`config.mk`:
```
export PLATFORM = sky130hd
export DESIGN_NAME = screen_draw_sequencer
export DESIGN_NICKNAME = d
export VERILOG_FILES = /design/src/rtl/screen_draw_sequencer_pkg.sv /design/src/rtl/screen_draw_sequencer_scan.sv /design/src/rtl/screen_draw_sequencer.sv
export SDC_FILE = /design/constraint.sdc
export NUM_CORES = 1
export LEC_CHECK = 0
export ABC_CLOCK_PERIOD_IN_PS = 3190
export CORE_ASPECT_RATIO = 1.5
export CORE_MARGIN = 8
export CORE_UTILIZATION = 53
export DETAILED_ROUTE_END_ITERATION = 8
export PLACE_DENSITY = 0.77
export SKIP_CTS_REPAIR_TIMING = 1
export SLEW_MARGIN = 0
export SYNTH_ARGS = -nofsm -noshare
export SYNTH_HDL_FRONTEND = slang
export SYNTH_SLANG_ARGS = --single-unit
```
`constraint.sdc`:
```
create_clock -name clk -period 3.19 [get_ports clk]
set_clock_uncertainty 0.05 [all_clocks]
set_input_delay 0.4785 -clock clk [delete_from_list [all_inputs] [get_ports clk]]
set_output_delay 0.4785 -clock clk [all_outputs]
set_load 0.1 [all_outputs]
```
`src/rtl/screen_draw_sequencer_pkg.sv`:
```
// Shared types and constants for the screen draw sequencer: FSM encoding,
// width helpers and the screen index map used by game control and the ROM mux.
package screen_draw_sequencer_pkg;

   typedef enum logic [1:0] {
      IDLE  = 2'd0,
      SCAN  = 2'd1,
      DRAIN = 2'd2,
      DONE  = 2'd3
   } state_t;

   localparam int SCR_SAVE_GPA    = 0;
   localparam int SCR_START       = 1;
   localparam int SCR_STAGE_START = 2;
   localparam int SCR_STAGE_CLEAR = 3;
   localparam int SCR_BOSS_START  = 4;
   localparam int SCR_BOSS_CLEAR  = 5;
   localparam int SCR_PAUSE       = 6;
   localparam int SCR_WIN         = 7;
   localparam int SCR_LOSE        = 8;

   function automatic int addr_width(input int w, input int h);
      return $clog2(w * h);
   endfunction

   function automatic int sel_width(input int n);
      return (n > 1) ? $clog2(n) : 1;
   endfunction

endpackage

```
`src/rtl/screen_draw_sequencer_scan.sv`:
```
// Raster position generator: row-major x/y walk with a linear pixel index
// and a flag marking the final pixel of the frame.
module pixel_scan_counter
   import screen_draw_sequencer_pkg::*;
#(
   parameter int X_W    = 8,
   parameter int Y_W    = 7,
   parameter int SCR_W  = 160,
   parameter int SCR_H  = 120,
   parameter int ADDR_W = addr_width(SCR_W, SCR_H)
) (
   input  logic              clk,
   input  logic              resetn,
   input  logic              clear,
   input  logic              advance,
   output logic [X_W-1:0]    x,
   output logic [Y_W-1:0]    y,
   output logic [ADDR_W-1:0] addr,
   output logic              last
);

   logic x_end;

   assign x_end = (x == X_W'(SCR_W - 1));
   assign last  = x_end && (y == Y_W'(SCR_H - 1));

   // Index tracks y*SCR_W+x incrementally so no multiplier is needed.
   always_ff @(posedge clk or negedge resetn) begin
      if (!resetn) begin
         x    <= '0;
         y    <= '0;
         addr <= '0;
      end else if (clear) begin
         x    <= '0;
         y    <= '0;
         addr <= '0;
      end else if (advance) begin
         addr <= last ? '0 : addr + ADDR_W'(1);
         if (x_end) begin
            x <= '0;
            y <= last ? '0 : y + Y_W'(1);
         end else begin
            x <= x + X_W'(1);
         end
      end
   end

endmodule

```
`src/rtl/screen_draw_sequencer.sv`:
```
// Shared pixel scanner for all game screens: arbitrates requests, fetches
// pixels from the screen ROM and feeds colour/coordinates/plot to the VGA adapter.
//
// state | meaning
// IDLE  | waiting for a request, lowest index granted
// SCAN  | issuing one ROM address per cycle
// DRAIN | all addresses issued, waiting for ROM pipeline to empty
// DONE  | done[sel] high until req[sel] drops
module screen_draw_sequencer
   import screen_draw_sequencer_pkg::*;
#(
   parameter  int NUM_SCREENS = 9,
   parameter  int COLOUR_W    = 9,
   parameter  int X_W         = 8,
   parameter  int Y_W         = 7,
   parameter  int SCR_W       = 160,
   parameter  int SCR_H       = 120,
   parameter  int ROM_LAT     = 1,
   localparam int ADDR_W      = addr_width(SCR_W, SCR_H),
   localparam int SEL_W       = sel_width(NUM_SCREENS)
) (
   input  logic                   clk,
   input  logic                   resetn,
   input  logic [NUM_SCREENS-1:0] req,
   output logic [ADDR_W-1:0]      rom_addr,
   output logic [SEL_W-1:0]       rom_sel,
   input  logic [COLOUR_W-1:0]    rom_data,
   output logic [COLOUR_W-1:0]    colour,
   output logic [X_W+Y_W-1:0]     coordinates,
   output logic                   plot,
   output logic [NUM_SCREENS-1:0] done,
   output logic                   busy
);

   state_t            state, state_nxt;
   logic [SEL_W-1:0]  sel, grant_idx;
   logic              grant_any, abort, issue, pipe_empty;
   logic [X_W-1:0]    cnt_x;
   logic [Y_W-1:0]    cnt_y;
   logic [ADDR_W-1:0] cnt_addr;
   logic              cnt_last;

   logic [ROM_LAT:0]  vld_pipe;
   logic [X_W-1:0]    x_pipe [ROM_LAT+1];
   logic [Y_W-1:0]    y_pipe [ROM_LAT+1];

   always_comb begin
      grant_any = 1'b0;
      grant_idx = '0;
      for (int i = NUM_SCREENS - 1; i >= 0; i--) begin
         if (req[i]) begin
            grant_any = 1'b1;
            grant_idx = SEL_W'(i);
         end
      end
   end

   assign abort      = ((state == SCAN) || (state == DRAIN)) && !req[sel];
   assign issue      = (state == SCAN) && !abort;
   assign pipe_empty = ~|vld_pipe;

   pixel_scan_counter #(
      .X_W    (X_W),
      .Y_W    (Y_W),
      .SCR_W  (SCR_W),
      .SCR_H  (SCR_H),
      .ADDR_W (ADDR_W)
   ) u_scan (
      .clk     (clk),
      .resetn  (resetn),
      .clear   ((state == IDLE) && grant_any),
      .advance (issue),
      .x       (cnt_x),
      .y       (cnt_y),
      .addr    (cnt_addr),
      .last    (cnt_last)
   );

   always_ff @(posedge clk or negedge resetn) begin
      if (!resetn) begin
         state <= IDLE;
         sel   <= '0;
      end else begin
         state <= state_nxt;
         if ((state == IDLE) && grant_any) sel <= grant_idx;
      end
   end

   always_comb begin
      state_nxt = state;
      case (state)
         IDLE:    if (grant_any) state_nxt = SCAN;
         SCAN:    if (abort) state_nxt = IDLE;
                  else if (cnt_last) state_nxt = DRAIN;
         DRAIN:   if (abort) state_nxt = IDLE;
                  else if (pipe_empty) state_nxt = DONE;
         DONE:    if (!req[sel]) state_nxt = IDLE;
         default: state_nxt = IDLE;
      endcase
   end

   always_comb begin
      busy = (state == SCAN) || (state == DRAIN);
      done = '0;
      if (state == DONE) done[sel] = 1'b1;
   end

   // Stage 0 lines up with rom_addr, stage ROM_LAT with the matching rom_data.
   always_ff @(posedge clk or negedge resetn) begin
      if (!resetn) begin
         vld_pipe <= '0;
         for (int i = 0; i <= ROM_LAT; i++) begin
            x_pipe[i] <= '0;
            y_pipe[i] <= '0;
         end
      end else begin
         vld_pipe[0] <= issue;
         x_pipe[0]   <= cnt_x;
         y_pipe[0]   <= cnt_y;
         for (int i = 1; i <= ROM_LAT; i++) begin
            vld_pipe[i] <= vld_pipe[i-1];
            x_pipe[i]   <= x_pipe[i-1];
            y_pipe[i]   <= y_pipe[i-1];
         end
         if (abort) vld_pipe <= '0;
      end
   end

   always_ff @(posedge clk or negedge resetn) begin
      if (!resetn) begin
         rom_addr    <= '0;
         rom_sel     <= '0;
         colour      <= '0;
         coordinates <= '0;
         plot        <= 1'b0;
      end else begin
         if (issue) begin
            rom_addr <= cnt_addr;
            rom_sel  <= sel;
         end
         plot <= vld_pipe[ROM_LAT] && !abort;
         if (vld_pipe[ROM_LAT] && !abort) begin
            colour      <= rom_data;
            coordinates <= {x_pipe[ROM_LAT], y_pipe[ROM_LAT]};
         end
      end
   end

endmodule

```
==> impl_results.md <==
- Status: complete, no violations
- CTS root buffer: clkbuf_16
- RSZ-0062 raised after global routing: false
- Antenna viol nets, final: 0
- Reg power frac: 34.1%
- Inserted Clock Buffers: 9
- Hold WC Path Type: input pin to asynchronous set/reset pin
- Data arrival, critical path: 2.80 ns
- DRC violations left: 0
- Share of post-route cells with drive strength above 1: 22.5%
- Switching fraction of total power: 44.2%
- Worst-path clk slew: 0.07 ns
- Initial Util: 54.1%
- Dominant synthesized flop cell: dfrtp_1
- First-pass DRT Iterations: 4
- Sw Pwr: 0.00229 W
- Max-cap violations: 0
- Crit path largest cell delay: 0.62 ns
- Overall Global Routing Usage: 17.1%
- Final worst-path cycle share: 80.9%
- Chip Width: 93.0 um
- P_int: 0.00290 W
- IO buf count: 73
- Worst path bufs/invs: 1
- #FFs+latches synth: 112
- Slowest CP cell: or4b_4
- Post-Place Worst Slack: 0.368 ns
- Total gr overflow: 0
- Hold slack: 0.140 ns
- Asr flop ratio synth: 100%
- PD cells: 896 mW/mm2
- Fin worst setup slack: 0.610 ns
- Setup crit start kind: register
- Max Slew Vio Count: 0
- Synth area leaders: dfrtp_1, nand2_1, mux2_2, nor2_1, nand3_1
- Mean number of vias per cell: 5.51
- Hold Vio Cnt, Final: 0
- LEAKAGE: 2.82 nW
- Yosys cell types: 57
- Post-synthesis cell type with the largest combined area: dfrtp_1
- Number of synthesized flops with an enable pin: 0
- Vias in the first global route: 3597
- Clock Latency Late Sink: 0.34 ns
- CP Capture Type: register
- First-pass GRT wire length: 17200 um
- Antenna violations before repair: 0
- Row cnt: 42
- Die Ht: 132 um
- Max Fclk: 0.388 GHz
- CTS tree: done
- Clock Sinks: 112
- CP Class: register to register
- Cell with the most instances after synthesis: dfrtp_1
- Top delay family on crit path: simple AND/OR/NAND/NOR gates
- Post-Syn Area per Cell: 10.9 um2
- Core ar.: 0.00872 mm2
- GP Congestion: 0.848
- Synthesized area: 0.00472 mm2
- Worst relative slew slack: 49.9%
- Critical Path RT: 3.41 ns
- PnR Total Power: 0.00519 W
- Area fraction of the dominant cell type after synthesis: 59.4%
- Mapped Cells: 432
- Synth cell count leaders: dfrtp_1, nand2_1, nor2_1
- Clock Path Buffers: 2
- Combinational group share of total power: 43.0%
- YS warnings: 0
- Synthesized Nets: 459
- Final setup TNS: 0 ns
- Nets: 538
- Largest net degree at the start of global routing: 60
- Ant diodes: 0
- Clock Power Share: 22.9%
- Post-DP HPWL: 7050 um
- Worst slew pin tran: 0.752 ns
- Dpl cell area: 0.00548 mm2
- Initial DRC Count: 199
- Maximum VDD drop: 0.676 mV
- Die ar.: 0.0122 mm2
- Final setup vio count: 0
- Top Ports: 74
- Htree depth: 3
- Vias: 3452
- CP Max Fanout: 13
- Wire length per cell: 15.7 um
- Finished Cell Area: 0.00580 mm2
- Sequential area share after synthesis: 59.4%
- Routed WL: 9830 um
- Crit-path cells: or4b_4 -> o21ai_2 -> o31ai_4 -> inv_2 -> nand2_2 -> or4b_1 -> a21oi_1
- Fin crit period: 2.58 ns
- Area added between synthesis and finish: 22.9%
-- path summary, 6_finish.rpt --
kind                            slack [ns]  cells after the start                    endpoint                 start
worst max-delay path                  0.61                      7     u_scan.y[3]$_DFFE_PN0P_    sel[0]$_DFFE_PN0N_
worst min-delay path                  0.14                      1       colour[7]$_DFFE_PN0P_                resetn
worst max register to register        0.61                      7     u_scan.y[3]$_DFFE_PN0P_    sel[0]$_DFFE_PN0N_
worst min register to register        0.30                      0         x_pipe[5]$_DFF_PN0_  x_pipe[13]$_DFF_PN0_
max in group asynchronous             2.19                      2  coordinates[4]$_DFFE_PN0P_                resetn
min in group clk                      0.30                      0         x_pipe[5]$_DFF_PN0_  x_pipe[13]$_DFF_PN0_
-- per-layer routing --
metal,part of all wire (%),wire (um),GRT usage (%)
met1,41,4060,19.3
met2,52,5110,29.9
met3,5.3,517,4.50
met4,1.6,155,5.85
met5,0,0,0
-- registers in the layout, indices dropped and copies added, names as in the netlist, 4 cells and up --
signal and count:
colour 9, coordinates 15, y_pipe 14, rom_addr 15, u_scan.x 8, x_pipe 16, u_scan.y 7, rom_sel 4
u_scan.addr 15, sel 4
-- worst reg2reg max path, delay by kind of cell (launching register included) --
| kind | cells | cell delay (ns) |
|---|---|---|
| AO/OA/AOI/OAI | 3 | 0.46 |
| buffers and inverters | 1 | 0.19 |
| flip-flops | 1 | 0.54 |
| AND/OR/NAND/NOR | 3 | 1.27 |
-- kinds of logic (layout without fill, tap and decap cells) --
kind of cell	count (synthesis)	in the layout	synth area share, %
AND/OR/NAND/NOR	173	173	17.0
flip-flops	112	112	59.4
AO/OA/AOI/OAI	69	69	9.66
multiplexers	29	29	6.85
buffers and inverters	29	113	2.79
XOR/XNOR	13	13	2.41
adder cells (fa/ha/maj)	7	7	1.86
-- layout make-up --
cell class	count	area, um2
Clock inverter	5	86.3
Clock buffer	11	233
Inverter	13	48.8
Fill cell	695	2930
Tap cell	110	138
Sequential cell	112	2800
Timing Repair Buffer	84	688
Multi-Input combinational cell	291	1800
-- stage by stage --
stage / cells / util (%)
after floorplan: 432 / -
after global placement: 610 / 62.8
after detailed placement: 610 / 62.8
after CTS: 626 / 66.5
after global routing: 626 / 66.5
final: 626 / 66.5
-- power groups by stage --
stage	clock network (W)	registers (W)	logic [W]
finish	0.00119	0.00177	0.00223
global route	0.00127	0.00180	0.00237
CTS	0.00123	0.00177	0.00224
detailed placement	0	0.00179	0.00223
global placement	0	0.00179	0.00220
floorplan	0	0.00247	0.00103
-- cell usage in the layout, fill, tap and decap left out, types with 7 or more instances in the layout --
| master | netlist | layout |
|---|---|---|
| buf_4 | 0 | 65 |
| nand2_1 | 78 | 78 |
| o21ai_0 | 13 | 13 |
| ha_1 | 7 | 7 |
| a21oi_1 | 18 | 18 |
| nor2_1 | 34 | 34 |
| xnor2_1 | 9 | 9 |
| inv_1 | 12 | 12 |
| nand3_1 | 19 | 19 |
| clkbuf_16 | 0 | 9 |
| clkdlybuf4s50_1 | 0 | 18 |
| dfrtp_1 | 112 | 112 |
| mux2_2 | 25 | 25 |
(Power assumes the default switching activity.)
==> RTL change 1: new RTL, same settings <==
Encoding of `state_t`: now one-hot (4 bits for 4 states).
--- a/src/rtl/screen_draw_sequencer_pkg.sv
+++ b/src/rtl/screen_draw_sequencer_pkg.sv
@@ -4,7 +4,7 @@
 
-   typedef enum logic [1:0] {
-      IDLE  = 2'd0,
-      SCAN  = 2'd1,
-      DRAIN = 2'd2,
-      DONE  = 2'd3
+   typedef enum logic [3:0] {
+      IDLE  = 4'b0001,
+      SCAN  = 4'b0010,
+      DRAIN = 4'b0100,
+      DONE  = 4'b1000
    } state_t;
Check against the original RTL: no difference found for any inputs over 10 cycles, from zero or initial values and one cycle with resetn low; not proved beyond that.
==> RTL change 1 against the original RTL <==
Sequential cell count increased by 2. Cell area is 9.9% higher. Power rose by 16%. First-iteration DRC count is 70% higher. Wire length rose by 13%. Area after synthesis grew 5.7%. Critical path type unchanged. Core utilization rose by 2.8 points. Setup slack lost 0.096 ns.
==> RTL change 1: results <==
[place]
globalplace.congestion = 0.871

[detailed_routing]
drt_first_pass_iters = 6
drt-wirelength-per-cell_um = 17.0
vias = 3762
dr_wl_met2_um = 5720
wl_met1_um = 4220

[worst_setup_path]
worst-path-max-fanout = 31
reg2regPathDepth = 6
crit_slowest_cell = dfrtp_1
rrSetupSlack_ns = 0.51
cpPeakStageDelay_ns = 0.58
arrival_ns = 2.89
endpoint = u_scan.addr[13]$_DFFE_PN0P_

[yosys]
synth-seq-area-share_pct = 57.3
synthXorXnorAreaFrac_pct = 0.176

[pwr]
combPwrFrac_pct = 35.0
clk-power_mw = 2.16
vdd_drop_max_v = 0.00103
p_leak_nw = 3.06

[global_route]
grt_usage_pct = 18.6
use_met1_pct = 20.3
grt_max_degree = 58
grt_pass1_vias = 3905

[sta]
slew-limit-headroom_pct = 43.5

[run_status]
status = completed

[finish]
layout.nets = 549
## RTL change 1: cell count changes after synthesis, sizes merged, moves of 5 or more
cell,unedited run,this run
nand2,79,71
nor3,8,14
nor2,34,29
nand2b,1,9
o22ai,2,9
a32o,0,7
xnor2,9,1
## RTL change 1: stage by stage
stage	setup WS, ns	area, um2	instances	hold slack, ns	power (mW)
final	0.514	6370	651	0.0783	6.04
after global routing	0.331	6370	651	0.138	6.29
after CTS	0.518	6370	651	0.104	6.08
after detailed placement	0.195	5680	619	0.285	3.89
after global placement	0.289	5680	619	0.281	3.85
after floorplan	0.344	4980	444	0.133	3.44
## RTL change 1: layout make-up
cell class	instances	area, um2
clock buffers	23	488
multi-input cells	297	1950
inverters	14	52.6
fillers	668	2830
repair buffers	82	686
flip-flops and latches	114	2850
well taps	112	140
clock inverters	9	199
==> RTL change 2: new RTL, config.mk and constraints unchanged <==
Made on the original files. Change the parameter `NUM_SCREENS` from 9 to 11.
--- a/src/rtl/screen_draw_sequencer.sv
+++ b/src/rtl/screen_draw_sequencer.sv
@@ -11,3 +11,3 @@
 #(
-   parameter  int NUM_SCREENS = 9,
+   parameter  int NUM_SCREENS = 11,
    parameter  int COLOUR_W    = 9,
Ports: changed (resized done and req); port bits go from 74 to 78. The function was not compared with the original's and may differ.
==> RTL change 2 against the original RTL <==
Area after synthesis grew 1.9%. Fmax shrank 1.7%. Sequential cell count is the same. Non-clock buffer count is the same. Setup slack lost 0.044 ns. Wire length shrank 5.9%. Power grew 1.1%. Critical path depth is the same. Cell area grew 1.0%. Critical path type unchanged. Highest routed layer unchanged.
==> RTL change 2: results <==
[yosys]
synth_cell_types = 53
yosys-top-cells-count = 112 x dfrtp_1, 40 x mux2_2, 30 x a21oi_1, 30 x nor2_1, 19 x o21ai_0
syn-num-nets = 428
netlist_top_cells_area = dfrtp_1 58%, mux2_2 9.4%, a21oi_1 3.1%, nor2_1 2.3%, o21ai_0 2.0%

[sta]
slew-limit-headroom_pct = 42.7

[cts]
path_clk_slew_ns = 0.07

[detailed_routing]
wirelength_um = 9250
drt_first_pass_iters = 4
drt_iter0_drc = 153
wl_met1_um = 3790
wl_met3_um = 450
dr_wl_met2_um = 4850

[place]
pre_cts_ws_ns = 0.337
portBuffers = 77
globalplace.congestion = 0.848
hpwl_um = 6550

[global_route]
grt_pass1_wl_um = 15900
grt_pass1_vias = 3412
grt_usage_pct = 15.7

[finish]
nFillCells = 680
drive_above_1_share_pct = 29.2
layout.nets = 507

[pwr]
p_leak_nw = 2.77
switching_power_mw = 2.29

[run_status]
status = completed

[worst_setup_path]
timing.rr.end = u_scan.y[1]$_DFFE_PN0P_
worst-path-max-fanout = 57
crit_family = multiplexers
crit_slowest_cell = dfrtp_1
## RTL change 2: cell count changes in the layout (fill, tap and decap cells not counted), moves of 5 or more
cell,unedited run,this run
a211oi_1,5,0
nand2_1,78,18
a21oi_1,18,30
nor2b_1,2,8
xnor2_1,9,2
o21ai_0,13,19
mux2_2,25,40
## RTL change 2: power groups by stage
stage | registers [mW] | clock network (mW) | logic, mW
finish | 1.77 | 1.11 | 2.36
global route | 1.81 | 1.19 | 2.51
CTS | 1.77 | 1.15 | 2.39
detailed placement | 1.80 | 0 | 2.39
global placement | 1.79 | 0 | 2.35
floorplan | 2.49 | 0 | 1.25
## RTL change 2: cell families after synthesis
kind of cell	after synthesis	share of synthesized area, %
compound gates	76	9.58
xor+xnor	2	0.365
fa+ha+maj	7	1.82
buf+inv	29	3.59
flops	112	58.3
mux	48	11.6
simple gates	125	14.7
## RTL change 2: how the worst min path moves through the flow
| stage | startpoint | endpoint | slack, ns | cells after the start |
|---|---|---|---|---|
| global placement | x_pipe[14]$_DFF_PN0_ | x_pipe[6]$_DFF_PN0_ | 0.28 | 0 |
| CTS | resetn | coordinates[8]$_DFFE_PN0P_ | 0.16 | 1 |
| global route | resetn | colour[1]$_DFFE_PN0P_ | 0.21 | 1 |
| detailed placement | x_pipe[9]$_DFF_PN0_ | x_pipe[1]$_DFF_PN0_ | 0.28 | 0 |
| finish | resetn | coordinates[8]$_DFFE_PN0P_ | 0.15 | 1 |
| floorplan | resetn | colour[0]$_DFFE_PN0P_ | 0.13 | 0 |
## RTL change 2: layout make-up
type	count	area (um2)	share of cell area [%]
Inverter	13	48.8	0.833
Tap cell	110	138	2.35
Timing Repair Buffer	84	718	12.3
Multi-Input combinational cell	258	1850	31.6
Clock buffer	12	246	4.21
Sequential cell	112	2800	47.9
Clock inverter	4	52.6	0.897
## RTL change 2: stage by stage
| stage | hold slack (ns) | instances | instance area, um2 |
|---|---|---|---|
| finish | 0.152 | 593 | 5860 |
| global route | 0.210 | 593 | 5860 |
| CTS | 0.159 | 593 | 5860 |
| detailed placement | 0.285 | 577 | 5560 |
| global placement | 0.282 | 577 | 5560 |
| floorplan | 0.133 | 399 | 4820 |
## RTL change 2: worst reg2reg max path, stage by stage, from the launching register on
cell	delay (ns)
dfrtp_1	0.65
mux4_2	0.58
o21a_1	0.22
a31oi_4	0.24
buf_12	0.27
nand2b_2	0.24
mux2i_1	0.19
nor2_1	0.05
## RTL change 2: metal layers
metal / global-route usage [%] / vias to the layer above
li1: - / 1574
met1: 18.9 / 1623
met2: 25.3 / 85
met3: 3.91 / 19
met4: 7.53 / 0
met5: 0 / -
